**src/rtl/binary_div_12_1_bi.sv**
```systemverilog
// Signed restoring divider: one capture edge, then ITER shift-subtract edges on
// unsigned magnitudes, with sign correction applied when the result is written.
module binary_div_12_1_bi #(
    parameter int unsigned W    = 12,
    parameter int unsigned ITER = 12
) (
    input  logic         clk,
    input  logic         rst_n,
    input  logic         en,
    input  logic         start,
    input  logic [W-1:0] A,
    input  logic [W-1:0] B,
    output logic [W-1:0] Q,
    output logic [W-1:0] R,
    output logic         busy,
    output logic         done,
    output logic         dz,
    output logic         ovf
);

    typedef enum logic {StIdle, StCalc} state_e;

    localparam logic [W-1:0] OneW  = {{(W-1){1'b0}}, 1'b1};
    localparam logic [W:0]   OneW1 = {{W{1'b0}}, 1'b1};

    state_e       state_q, state_d;
    logic [3:0]   cnt_q, cnt_d;
    logic [W-1:0] dvd_q, dvd_d;   // dividend magnitude, shifts out MSB-first; quotient shifts in
    logic [W:0]   dvs_q, dvs_d;   // divisor magnitude, W+1 bits so |min| is exact
    logic [W:0]   rem_q, rem_d;   // partial remainder magnitude
    logic         sa_q, sa_d;
    logic         sb_q, sb_d;
    logic         bz_q, bz_d;
    logic [W-1:0] q_q, q_d;
    logic [W-1:0] r_q, r_d;
    logic         busy_q, busy_d;
    logic         done_q, done_d;
    logic         dz_q, dz_d;
    logic         ovf_q, ovf_d;

    logic [W:0]   a_ext, b_ext, a_mag, b_mag;
    logic [W+1:0] trial, div_ext;
    logic         ge;
    logic [W:0]   rem_step;
    logic [W-1:0] quo_step;
    logic [W-1:0] rem_mag;
    logic         neg_q;
    logic [W-1:0] q_fix, r_fix;

    // Operand magnitudes and one restoring step on the current partial remainder
    always_comb begin
        a_ext    = {A[W-1], A};
        b_ext    = {B[W-1], B};
        a_mag    = a_ext[W] ? (~a_ext + OneW1) : a_ext;
        b_mag    = b_ext[W] ? (~b_ext + OneW1) : b_ext;
        trial    = {rem_q, dvd_q[W-1]};
        div_ext  = {1'b0, dvs_q};
        ge       = (trial >= div_ext);
        rem_step = ge ? (W+1)'(trial - div_ext) : (W+1)'(trial);
        quo_step = {dvd_q[W-2:0], ge};
        rem_mag  = W'(rem_step);
        neg_q    = sa_q ^ sb_q;
        q_fix    = neg_q ? (~quo_step + OneW) : quo_step;
        // With a zero divisor every step subtracts nothing, so the remainder ends
        // up holding |A| and r_fix reproduces A without a separate path.
        r_fix    = sa_q ? (~rem_mag + OneW) : rem_mag;
    end

    // Next-state: capture in idle, iterate in calc, publish results on the last step
    always_comb begin
        state_d = state_q;
        cnt_d   = cnt_q;
        dvd_d   = dvd_q;
        dvs_d   = dvs_q;
        rem_d   = rem_q;
        sa_d    = sa_q;
        sb_d    = sb_q;
        bz_d    = bz_q;
        q_d     = q_q;
        r_d     = r_q;
        busy_d  = busy_q;
        done_d  = 1'b0;
        dz_d    = dz_q;
        ovf_d   = ovf_q;
        case (state_q)
            StIdle: begin
                if (start) begin
                    state_d = StCalc;
                    busy_d  = 1'b1;
                    dvd_d   = W'(a_mag);
                    dvs_d   = b_mag;
                    rem_d   = '0;
                    sa_d    = A[W-1];
                    sb_d    = B[W-1];
                    bz_d    = (B == '0);
                    cnt_d   = 4'(ITER - 1);
                end
            end
            StCalc: begin
                dvd_d = quo_step;
                rem_d = rem_step;
                if (cnt_q == 4'd0) begin
                    state_d = StIdle;
                    busy_d  = 1'b0;
                    done_d  = 1'b1;
                    q_d     = bz_q ? '0 : q_fix;
                    r_d     = r_fix;
                    dz_d    = bz_q;
                    // Only -min/-1 yields a positive quotient with the sign bit set
                    ovf_d   = !bz_q && !neg_q && quo_step[W-1];
                    cnt_d   = 4'd0;
                end else begin
                    cnt_d = cnt_q - 4'd1;
                end
            end
            default: state_d = StIdle;
        endcase
    end

    // State registers: async reset, everything frozen while en is low
    always_ff @(posedge clk or negedge rst_n) begin
        if (!rst_n) begin
            state_q <= StIdle;
            cnt_q   <= '0;
            dvd_q   <= '0;
            dvs_q   <= '0;
            rem_q   <= '0;
            sa_q    <= 1'b0;
            sb_q    <= 1'b0;
            bz_q    <= 1'b0;
            q_q     <= '0;
            r_q     <= '0;
            busy_q  <= 1'b0;
            done_q  <= 1'b0;
            dz_q    <= 1'b0;
            ovf_q   <= 1'b0;
        end else if (en) begin
            state_q <= state_d;
            cnt_q   <= cnt_d;
            dvd_q   <= dvd_d;
            dvs_q   <= dvs_d;
            rem_q   <= rem_d;
            sa_q    <= sa_d;
            sb_q    <= sb_d;
            bz_q    <= bz_d;
            q_q     <= q_d;
            r_q     <= r_d;
            busy_q  <= busy_d;
            done_q  <= done_d;
            dz_q    <= dz_d;
            ovf_q   <= ovf_d;
        end
    end

    assign Q    = q_q;
    assign R    = r_q;
    assign busy = busy_q;
    assign done = done_q;
    assign dz   = dz_q;
    assign ovf  = ovf_q;

endmodule

```
**config.mk**
```make
export PLATFORM = sky130hd
export DESIGN_NAME = binary_div_12_1_bi
export DESIGN_NICKNAME = d
export VERILOG_FILES = /design/src/rtl/binary_div_12_1_bi.sv
export SDC_FILE = /design/constraint.sdc
export NUM_CORES = 1
export LEC_CHECK = 0
export BUFFER_PORTS_ARGS = -buffer_cell sky130_fd_sc_hd__clkbuf_2
export CORE_AREA = 2 2 107 109
export DETAILED_ROUTE_END_ITERATION = 8
export DIE_AREA = 0 0 109 111
export PLACE_DENSITY = 0.74
export SYNTH_ARGS = -nofsm -noshare
export SYNTH_HDL_FRONTEND = slang
export SYNTH_SLANG_ARGS = --single-unit
export TNS_END_PERCENT = 5
```
**constraint.sdc**
```tcl
create_clock -name clk -period 4.9 [get_ports clk]
set_input_delay 0.245 -clock clk [delete_from_list [all_inputs] [get_ports clk]]
set_output_delay 0.245 -clock clk [all_outputs]
set_load 0.005 [all_outputs]
```
==> flow_summary_export.csv <==
group,metric,value,unit
status,status,"complete, no violations",
clocking,clock_latency,0.35,ns
placed_design,placement.io_buffers,55,
synth,netlist_instances,569,
cells_and_area,area_growth,14.01,%
clocking,cts_resized,0,
synth,post_synth.cell_area_avg,8.492,um^2
clocking,clk_path_buf_depth,2,
clocking,cts_tree,"done",
synth,yosysSeqAreaShare,0.3832,
floorplan,rows,39,
route,wl_per_cell,15.10,um
sta,worst_pin_slew,0.9027,ns
route,drtIter0Drc,272,
power,p_leak,2.498,nW
synth,synth_seq_cells,74,
power,ir_drop,0.0003037,V
synth,synthFlopType,"dfrtp_1",
synth,syn_area,4832,um^2
critical_path,arrival,4.37,ns
sta,period_needed,4.146,ns
grt,overflow,0,
floorplan,start_util,0.4362,
placed_design,place_inst,743,
cells_and_area,drive_gt1_frac,0.1494,
grt,grt_use_total,0.2001,
sta,slew_headroom,0.3982,
route,viasPerCell,5.580,
clocking,cts-root-buf,"clkbuf_16",
critical_path,cp_top_family,"compound AO/OA/AOI/OAI gates",
sta,setup_viol,0,
synth,synth_top_cells_by_area,"dfrtp_1 38%, nand2_1 6.5%, o21ai_0 5.2%",
floorplan,io_pins,56,
critical_path,path_cells,"inv_1 > ha_1 > inv_1 > fa_1 > a21oi_1 > o22ai_2 > o31ai_4 > nand2_4 > inv_2 > mux2i_1 > ha_1 > nand2_1 > nor4_1 > mux2i_1 > a21oi_1 > a31oi_1 > or3_1",
critical_path,slowest_delay,0.41,ns
sta,fmax,241.2,MHz
synth,ys_warn_count,0,
critical_path,critical_path_buf_inv_count,3,
route,drc,0,
grt,grt_pass1_wl,19.42,mm
floorplan,core-area,11080,um^2
critical_path,crit_required,5.13,ns
clocking,h-tree-depth,3,
floorplan,fp.dieH,111,um
sta,grt_setup_unrepaired,"false",
cells_and_area,nFillCells,1054,
run,drv_cap,0,
grt,grt_max_degree,75,
critical_path,critPathKind,"reg -> reg",
placed_design,place_hpwl,8.398,mm
sta,fin_skew,0.006857,ns
clocking,clkTransAtPathRegs,0.07,ns
sta,tns,0,ns
clocking,numClockSinks,74,
critical_path,startpoint_type,"flop",
sta,post-route-period-util,0.8461,
synth,synth.distinct_cells,66,
critical_path,worstPathMaxFanout,22,
grt,antenna_found_initial,0,
clocking,holdBufCountCts,0,
power,powerDensity,850.7,nW/um^2
synth,async_flop_share,1.000,
synth,netlist.area_leader.share,0.3832,
route,vias,4235,
sta,final_hold_viol_count,0,
cells_and_area,diodes,0,
cells_and_area,final_nets,657,
critical_path,ff2ff_setup_slack,0.75,ns
min_path,hp-class,"in -> async",
critical_path,cp-end-kind,"flop",
floorplan,die_width,109,um
synth,yosys.area.top_type,"dfrtp_1",
route,wl,11.46,mm
grt,first_global_vias,4013,
power,power.total,4.686,mW
route,antenna_left,0,
synth,synth_edf_count,0,
sta,slew_violations,0,
clocking,post_cts_buffers,0,
route,drtPass1Iterations,5,
cells_and_area,fin_util,0.4973,
critical_path,cpMaxStageDelayCell,"fa_1",
floorplan,dieArea,12100,um^2
cells_and_area,fin_cells,759,
synth,syn_nets,615,
placed_design,gp_congestion,0.9105,
clocking,cts_buffers,9,
## routing by layer
metal,track usage,wire length [um]
met2,0.3035,5189
met5,0,0
met4,0.06581,210
met3,0.04174,625
met1,0.2838,5433
## kinds of logic (layout without fill, tap and decap cells)
kind of cell	after synthesis	count (layout)	share of synthesized area
AND/OR/NAND/NOR	209	209	0.1983
AO/OA/AOI/OAI	153	153	0.2170
flip-flops	74	74	0.3832
buffers and inverters	61	108	0.05075
XOR/XNOR	41	41	0.07431
adder cells (fa/ha/maj)	18	18	0.04816
multiplexers	13	13	0.02822
## area by class of cell
| type | count | area, um^2 | area share |
|---|---|---|---|
| repair buffers | 60 | 312.8 | 0.05678 |
| clock inverters | 7 | 85.08 | 0.01544 |
| flip-flops and latches | 74 | 1852 | 0.3361 |
| multi-input cells | 434 | 2735 | 0.4965 |
| clock buffers | 9 | 225.2 | 0.04088 |
| well taps | 143 | 178.9 | 0.03248 |
| inverters | 32 | 120.1 | 0.02180 |
## registers in the layout, indices dropped and copies added (netlist names), 4 cells and up
| signal | count |
|---|---|
| rem_q | 13 |
| dvs_q | 13 |
| R | 12 |
| dvd_q | 12 |
| cnt_q | 4 |
| Q | 12 |
## where the power goes
part | leakage (nW) | internal (mW) | total (mW) | switching (mW)
sequential | 0.921 | 0.889 | 1.17 | 0.284
combinational | 1.43 | 1.17 | 2.82 | 1.65
clock | 0.146 | 0.405 | 0.693 | 0.288
## worst paths after layout
| path | start | endpoint | cells past startpoint |
|---|---|---|---|
| setup / recovery | dvd_q[11]$_DFFE_PN0P_ | R[10]$_DFFE_PN0P_ | 17 |
| hold / removal | rst_n | Q[6]$_DFFE_PN0P_ | 2 |
| setup reg to reg | dvd_q[11]$_DFFE_PN0P_ | R[10]$_DFFE_PN0P_ | 17 |
| hold reg to reg | R[1]$_DFFE_PN0P_ | R[1]$_DFFE_PN0P_ | 2 |
| max in group asynchronous | rst_n | dvs_q[7]$_DFFE_PN0P_ | 2 |
| min in group clk | B[10] | dvs_q[10]$_DFFE_PN0P_ | 3 |
## stage by stage
stage                     instance area [um^2]  hold slack [ns]  setup slack (ns)
after floorplan                           4832         -0.05059             1.175
after CTS                                 5509           0.1558            0.7794
after global routing                      5509           0.1963            0.4699
after detailed placement                  5199           0.4582            0.8067
final                                     5509           0.1176            0.7542
after global placement                    5199           0.4538            0.9197
## Yosys cell counts, types with 5 or more instances
cell	instances
nand2_1	84
dfrtp_1	74
nor2_1	56
o21ai_0	50
inv_1	31
xnor2_1	21
clkbuf_1	20
xor2_1	20
a21oi_1	17
ha_1	17
or3_1	16
o31ai_1	13
a31oi_1	12
nor3_1	12
mux2i_1	10
nand3_1	9
o22ai_1	9
a22o_1	8
a22oi_1	6
nor4_1	5
o211ai_1	5
## cells in the final DEF (no fill, tap or decap), drive strengths merged, types with 11 or more instances in the layout
cell,instances
nand2,85
dfrtp,74
clkbuf,63
nor2,56
o21ai,54
inv,36
xnor2,21
xor2,20
a21oi,18
ha,17
or3,16
o31ai,14
nor3,12
a31oi,12
mux2i,11
Power figures use the tool's default switching activity.
